**config.mk**
```make
export PLATFORM = sky130hd
export DESIGN_NAME = updown_count_sequencer_flat
export DESIGN_NICKNAME = d
export VERILOG_FILES = /design/src/rtl/updown_count_sequencer_if.sv /design/src/rtl/updown_count_sequencer.sv /design/src/flat_wrapper.sv
export SDC_FILE = /design/constraint.sdc
export NUM_CORES = 1
export LEC_CHECK = 0
export CAP_MARGIN = 0
export CORE_MARGIN = 10
export CORE_UTILIZATION = 51
export DETAILED_ROUTE_END_ITERATION = 7
export PLACE_DENSITY = 0.83
export REMOVE_ABC_BUFFERS = 1
export SLEW_MARGIN = 5
export SYNTH_ARGS = -nofsm -noshare
export SYNTH_HDL_FRONTEND = slang
export SYNTH_SLANG_ARGS = --single-unit
```
**constraint.sdc**
```tcl
create_clock -name clk -period 3.1 [get_ports clk]
set_input_delay 0.62 -clock clk [delete_from_list [all_inputs] [get_ports clk]]
set_output_delay 0.62 -clock clk [all_outputs]
set_load 0.02 [all_outputs]
```
**src/rtl/updown_count_sequencer_if.sv**
```systemverilog
// Requester/counter-side bundle for updown_count_sequencer.
// master = requesters plus counter datapath, slave = the sequencer.
interface updown_count_sequencer_if #(
    parameter int WIDTH = 3
);
    logic [1:0]       req;
    logic [WIDTH-1:0] tgt0;
    logic [WIDTH-1:0] tgt1;
    logic [WIDTH-1:0] cnt_q;
    logic [1:0]       gnt;
    logic [1:0]       done;
    logic             err;
    logic             busy;
    logic             cnt_en;
    logic             cnt_mod;

    modport master (
        output req, tgt0, tgt1, cnt_q,
        input  gnt, done, err, busy, cnt_en, cnt_mod
    );

    modport slave (
        input  req, tgt0, tgt1, cnt_q,
        output gnt, done, err, busy, cnt_en, cnt_mod
    );
endinterface

```
**src/rtl/updown_count_sequencer.sv**
```systemverilog
// Round-robin sequencer that walks a shared up/down counter to a requester's
// target by the shortest modular path, then pulses done (with err on timeout).
module updown_count_sequencer #(
    parameter int WIDTH   = 3,
    parameter int TIMEOUT = 2**(WIDTH-1) + 2
) (
    input logic                 clk,
    input logic                 clr,
    updown_count_sequencer_if.slave bus
);
    localparam int               STEP_W    = (TIMEOUT > 1) ? $clog2(TIMEOUT) : 1;
    localparam logic [WIDTH-1:0] HALF      = WIDTH'(2**(WIDTH-1));
    localparam logic [STEP_W-1:0] STEP_LAST = STEP_W'(TIMEOUT-1);

    typedef enum logic [1:0] {IDLE, RUN, DONE} state_t;

    state_t            state, state_d;
    logic              ptr, ptr_d;
    logic              g, g_d;
    logic              flag, flag_d;
    logic [WIDTH-1:0]  tgt_r, tgt_d;
    logic [STEP_W-1:0] step, step_d;
    logic [1:0]        gnt_r, gnt_d;
    logic [WIDTH-1:0]  diff;
    logic              sel;
    logic              en;
    logic              mod;

    // Distance to the target going up; anything past half-way is shorter going down.
    assign diff = tgt_r - bus.cnt_q;
    assign sel  = bus.req[ptr] ? ptr : ~ptr;

    // NOTE: sequential state uses non-blocking assignments so every register
    // samples the pre-edge value of every other register.
    always_ff @(posedge clk or posedge clr) begin
        if (clr) begin
            state <= IDLE;
            ptr   <= 1'b0;
            g     <= 1'b0;
            flag  <= 1'b0;
            tgt_r <= '0;
            step  <= '0;
            gnt_r <= 2'b00;
        end else begin
            state <= state_d;
            ptr   <= ptr_d;
            g     <= g_d;
            flag  <= flag_d;
            tgt_r <= tgt_d;
            step  <= step_d;
            gnt_r <= gnt_d;
        end
    end

    // NOTE: every output of this block gets a default first, so no path can
    // leave a signal unassigned and infer a latch.
    always_comb begin
        state_d = state;
        ptr_d   = ptr;
        g_d     = g;
        flag_d  = flag;
        tgt_d   = tgt_r;
        step_d  = step;
        gnt_d   = gnt_r;
        en      = 1'b0;
        mod     = 1'b0;

        unique case (state)
            IDLE: begin
                if (bus.req != 2'b00) begin
                    g_d     = sel;
                    tgt_d   = sel ? bus.tgt1 : bus.tgt0;
                    gnt_d   = sel ? 2'b10 : 2'b01;
                    step_d  = '0;
                    flag_d  = 1'b0;
                    state_d = RUN;
                end
            end
            RUN: begin
                // Withdrawal wins over everything, and gates cnt_en in the same cycle.
                if (!bus.req[g]) begin
                    gnt_d   = 2'b00;
                    ptr_d   = ~g;
                    state_d = IDLE;
                end else if (bus.cnt_q == tgt_r) begin
                    state_d = DONE;
                end else if (step == STEP_LAST) begin
                    flag_d  = 1'b1;
                    state_d = DONE;
                end else begin
                    en     = 1'b1;
                    mod    = (diff <= HALF);
                    step_d = step + STEP_W'(1);
                end
            end
            DONE: begin
                gnt_d   = 2'b00;
                ptr_d   = ~g;
                state_d = IDLE;
            end
            default: state_d = IDLE;
        endcase
    end

    // gnt is still held in DONE, so it doubles as the one-hot done mask.
    assign bus.gnt     = gnt_r;
    assign bus.done    = (state == DONE) ? gnt_r : 2'b00;
    assign bus.err     = (state == DONE) && flag;
    assign bus.busy    = (state != IDLE);
    assign bus.cnt_en  = en;
    assign bus.cnt_mod = mod;
endmodule
```
**src/flat_wrapper.sv**
```systemverilog
// flat-port wrapper written by rule: the top's interface ports become plain ports
module updown_count_sequencer_flat 
#(
    parameter int WIDTH   = 3,
    parameter int TIMEOUT = 2**(WIDTH-1) + 2
)
  (clk, clr, bus_req, bus_tgt0, bus_tgt1, bus_cnt_q, bus_gnt, bus_done, bus_err, bus_busy, bus_cnt_en, bus_cnt_mod);
  updown_count_sequencer_if #(.WIDTH(WIDTH)) bus_i ();
  input logic clk;
  input logic clr;
  input wire logic [$bits(bus_i.req)-1:0] bus_req;
  input wire logic [$bits(bus_i.tgt0)-1:0] bus_tgt0;
  input wire logic [$bits(bus_i.tgt1)-1:0] bus_tgt1;
  input wire logic [$bits(bus_i.cnt_q)-1:0] bus_cnt_q;
  output wire logic [$bits(bus_i.gnt)-1:0] bus_gnt;
  output wire logic [$bits(bus_i.done)-1:0] bus_done;
  output wire logic [$bits(bus_i.err)-1:0] bus_err;
  output wire logic [$bits(bus_i.busy)-1:0] bus_busy;
  output wire logic [$bits(bus_i.cnt_en)-1:0] bus_cnt_en;
  output wire logic [$bits(bus_i.cnt_mod)-1:0] bus_cnt_mod;
  assign bus_i.req = bus_req;
  assign bus_i.tgt0 = bus_tgt0;
  assign bus_i.tgt1 = bus_tgt1;
  assign bus_i.cnt_q = bus_cnt_q;
  assign bus_gnt = bus_i.gnt;
  assign bus_done = bus_i.done;
  assign bus_err = bus_i.err;
  assign bus_busy = bus_i.busy;
  assign bus_cnt_en = bus_i.cnt_en;
  assign bus_cnt_mod = bus_i.cnt_mod;
  updown_count_sequencer #(.WIDTH(WIDTH), .TIMEOUT(TIMEOUT)) u_core (.clk(clk), .clr(clr), .bus(bus_i));
endmodule
```
# == Word-level counts from Yosys, hierarchy flattened ==
# Index checks and enable logic that the tools add are counted.
# word_totals
register_bits,13
latch_bits,0
mem_bits_rw,0
rom_bits,0
input_bits,13
out_inout_bits,8
elab_cells,74
memories,0
# op_classes
addsub,2
mul,0
div_mod_pow,0
magnitude_cmp,3
eq_ne,11
shifts,0
n_mux,36
bitwise_logic,2
reduce_logical,13
# ops
cell,n
2-to-1 mux 1 bit,18
2-to-1 mux 2 bit,8
2-to-1 mux 3 bit,5
AND reduction 5 bit,2
nonzero test 2 bit,4
"inequality test 2 x 1 -> 1 bit, second input constant",3
"inequality test 2 bit, second input constant",3
one-hot mux 2 bit (3 select lines),1
one-hot mux 3 bit (2 select lines),1
AND reduction 2 bit,3
"less-than comparator 1 x 2 -> 1 bit, second input constant",2
"inequality test 4 bit, second input constant",1
one-hot mux 1 bit (2 select lines),2
one-hot mux 2 bit (2 select lines),1
"adder 3 x 1 -> 3 bit, second input constant",1
equality test 3 bit,1
"equality test 3 bit, second input constant",1
"less-or-equal comparator 3 bit, second input constant",1
AND reduction 3 bit,1
nonzero test 3 bit,1
subtractor 3 bit,1
"equality test 2 x 1 -> 1 bit, second input constant",1
"equality test 2 bit, second input constant",1
zero test 2 bit,1
2 further kinds,3

# == Depth between registers and ports, before layout ==
# depth
word_depth,6
mapped_depth,7
mapped_depth_nobuf,7

# == Least setup slack after synthesis ==
# Ideal clock, no wire load.
# synth_path
kind,input to output
start,input port bus_cnt_q[1]
end,output port bus_cnt_mod
arrival_ns,1.854
t_required_ns,2.480
path_slack_ns,0.626
stages,6
path_buffers,0
cell_sequence,inv_1 -> ha_1 -> nand2_1 -> o21ai_0 -> xor2_1 -> nor3b_1
# synth_between
elab_chain_cells,6
word_cells_on_any_way,7
cone_classes,1 x add/sub; 1 x order compare; 1 x eq/ne; 4 x mux
# synth_rtl
item,line_no,rtl
start: declaration,flat_wrapper.sv:14,input wire logic [$bits(bus_i.cnt_q)-1:0] bus_cnt_q;
subtractor 3 bit,updown_count_sequencer.sv:30,assign diff = tgt_r - bus.cnt_q;
less-or-equal comparator 3 bit,updown_count_sequencer.sv:92,mod = (diff <= HALF);
2-to-1 mux 1 bit,updown_count_sequencer.sv:87,end else if (step == STEP_LAST) begin
2-to-1 mux 1 bit (*),updown_count_sequencer.sv:85,end else if (bus.cnt_q == tgt_r) begin
2-to-1 mux 1 bit (*),updown_count_sequencer.sv:81,if (!bus.req[g]) begin
2-to-1 mux 1 bit (*),updown_count_sequencer.sv:68,unique case (state)
end: declaration,flat_wrapper.sv:20,output wire logic [$bits(bus_i.cnt_mod)-1:0] bus_cnt_mod;
# Mark *: on every way between the ends. The rest lies on a longest branch, timed or not.

# == Worst setup path after layout ==
# Ends and elaborated chain as after synthesis.

==> results.yml <==
outcome:
  outcome: "finished, final reports clean"
logic_synthesis:
  ys_warn_count: 0
  synth-async-reset-ratio_pct: 100.0
  netlist_top_cells_count: "dfrtp_1, inv_1, nand2_1, o21ai_0, ha_1"
  synthFlopType: "dfrtp_1"
  netlist.area_leader.share_pct: 38.92
  syn-cell-area_um2: 835.8
  yosys.area.top_type: "dfrtp_1"
  netlist_instances: 85
  yosys-top-cells-area: "dfrtp_1, ha_1, o21ai_0"
  syn_area_per_cell_um2: 9.833
  ys_seq_area_share_pct: 38.92
  synth.most_common_cell: "dfrtp_1"
  ys_seq_elements: 13
  ys_types: 28
  synth_edf_count: 0
timing:
  hold_ws_ns: 0.4969
  setup_viol_count_final: 0
  fin_crit_sh_pct: 91.64
  fin_skew_ns: 0.002308
  slew_violations: 0
  min_period_ns: 2.841
  clock.fmax_mhz: 352.0
  finalHoldViolations: 0
  relSlewSlack_pct: 56.31
  rsz0062_at_grt: "false"
  worstMarginPinSlew_ns: 0.6372
routing:
  drtPass1Iterations: 4
  routedWlPerCell_um: 15.83
  vias: 708
  drt_iter0_drc: 15
  met2_wirelength_um: 994
  top_layer: "met4"
  met3_length_um: 171
  routed_via_density: 5.446
  drt_wl_total_um: 2058
  ant_nets: 0
  met1_length_um: 843
  drc_errors: 0
finish:
  nNetsFinal: 136
  syn_to_final_growth_pct: 33.98
  n_antenna_cell: 0
  nFillCells: 120
  drive_gt1_share_pct: 15.79
  final_util_pct: 73.48
worst_setup_path:
  r2r_setup_slack_ns: 1.35
  worstPathArrival_ns: 2.22
  critPathLaunchType: "input port"
  path_max_fanout: 2
  cp_top_family: "buffers and inverters"
  crit_type: "input port to output port"
  path_buf_inv: 3
  crit_slowest_cell: "clkdlybuf4s50_1"
  critPathCaptureType: "output port"
  critical_path_required_ns: 2.48
  max_stage_delay_ns: 0.46
  path_cells: "clkdlybuf4s50_1 -> inv_1 -> ha_1 -> nor2b_1 -> o21ai_0 -> xor2_1 -> nor3b_1 -> clkbuf_2"
power:
  leakage_nw: 0.5321
  powerDensity_nw_per_um2: 839.2
  vdd_drop_max_v: 0.0004939
clock_network:
  clockRootBuffer: "clkbuf_4"
  clock_latency_ns: 0.29
  clockBufferDepth: 2
  clkTransAtPathRegs_ns: 0.08
  cts_tree: "done"
  cts_buffers: 3
  cts.sinks: 13
  cts_max_level: 1
  postCtsHoldBufs: 0
global_routing:
  grt_max_degree: 14
  grt_use_total_pct: 12.57
  grt_pass1_vias: 753
  grt_antenna_before_repair: 0
  gr-total-overflow: 0
  grt_pass1_wl_um: 3505
floorplanning:
  die_w_um: 60.48
  row_count: 14
  die_area_um2: 3658
  io_pins: 21
  die_h_um: 60.48
  core_area_um2: 1524
  start_util_pct: 54.84
worst_hold_path:
  worst_hold_path_type: "flip-flop to flip-flop"
placement:
  port_buffers: 20
  finalWeightedCongestion: 0.7335
  dp_hpwl_um: 1640
run:
  cap_violations: 0
final timing paths:
| path | depth (start not counted) | end | startpoint |
|---|---|---|---|
| setup / recovery | 8 | bus_cnt_mod | bus_cnt_q[1] |
| hold / removal | 2 | u_core.tgt_r[0]$_DFFE_PP0P_ | u_core.tgt_r[0]$_DFFE_PP0P_ |
| setup reg to reg | 5 | u_core.bus.gnt[1]$_DFFE_PP0P_ | u_core.state[1]$_DFFE_PP0P_ |
| hold reg to reg | 2 | u_core.tgt_r[0]$_DFFE_PP0P_ | u_core.tgt_r[0]$_DFFE_PP0P_ |
| max in group asynchronous | 2 | u_core.tgt_r[2]$_DFFE_PP0P_ | clr |
| min in group asynchronous | 2 | u_core.state[0]$_DFFE_PP0P_ | clr |
layout make-up:
class / instances / area, um^2 / share of cell area, %
multi-input combinational: 61 / 462.9 / 41.34
sequential: 13 / 325.3 / 29.05
timing repair buffer: 26 / 242.7 / 21.68
inverter: 10 / 42.54 / 3.799
clock buffer: 4 / 26.28 / 2.346
tap: 16 / 20.02 / 1.788
per-stage QoR:
stage / std cells / TNS [ns] / total power (W) / worst slack (ns) / cell area [um^2]
final: 130 / 0 / 0.0009397 / 0.2591 / 1120
after global routing: 130 / 0 / 0.001021 / 0.06916 / 1120
after CTS: 130 / 0 / 0.0009477 / 0.04285 / 1121
after detailed placement: 126 / -0.1581 / 0.0008374 / -0.1581 / 1096
after global placement: 126 / -0.1127 / 0.0008129 / -0.1127 / 1096
after floorplan: 84 / 0 / 0.0006390 / 0.6262 / 830.8
cells in the final DEF (no fill, tap or decap), types with 2 or more instances in the layout:
cell type	count
nand2_1	9
clkdlybuf4s50_1	18
o21ai_0	9
clkbuf_4	3
a31oi_1	2
mux2i_1	4
dfrtp_1	13
and2_1	3
a21oi_1	4
ha_1	8
mux2_2	2
nor3_1	2
buf_4	6
nor2_1	3
nor3b_1	2
inv_1	9
cell families after synthesis:
logic type,after synthesis,synth area share [%]
AO/OA/AOI/OAI,23,19.76
AND/OR/NAND/NOR,22,13.17
multiplexers,6,7.485
buffers and inverters,11,5.688
flip-flops,13,38.92
adder cells (fa/ha/maj),8,11.98
XOR/XNOR,2,2.995
routing by layer:
metal  global-route usage [%]  vias up
li1                         -      356
met4                    6.583        0
met3                    3.967        5
met2                    20.44       20
met5                        0        -
met1                    14.46      327
flip-flops by register name, indices dropped and copies added (netlist names):
register,count
u_core.step,3
u_core.ptr,1
u_core.bus.gnt,2
u_core.state,2
u_core.flag,1
u_core.g,1
u_core.tgt_r,3
power by group:
group          internal (W)  leakage, nW  switching [W]
registers          0.000238        0.164      0.0000586
clock network     0.0000502       0.0150      0.0000607
logic              0.000243        0.353       0.000289
total              0.000531        0.532       0.000408
worst register-to-register path, cell delays in order, from the launching register on:
cell	delay, ns
dfrtp_1	0.42
inv_1	0.09
ha_1	0.23
nor3b_1	0.48
a211oi_2	0.12
mux2_2	0.30
what timing repair did:
| action | CTS | global route |
|---|---|---|
| setup endpoints to repair | 1 | 2 |
| setup buffers | 0 | 0 |
| hold endpoints to repair | 0 | 0 |
| gates resized for setup | 1 | 4 |
| gates cloned | 0 | 0 |
| pin swaps | 0 | 0 |
Power figures use the tool's default switching activity.
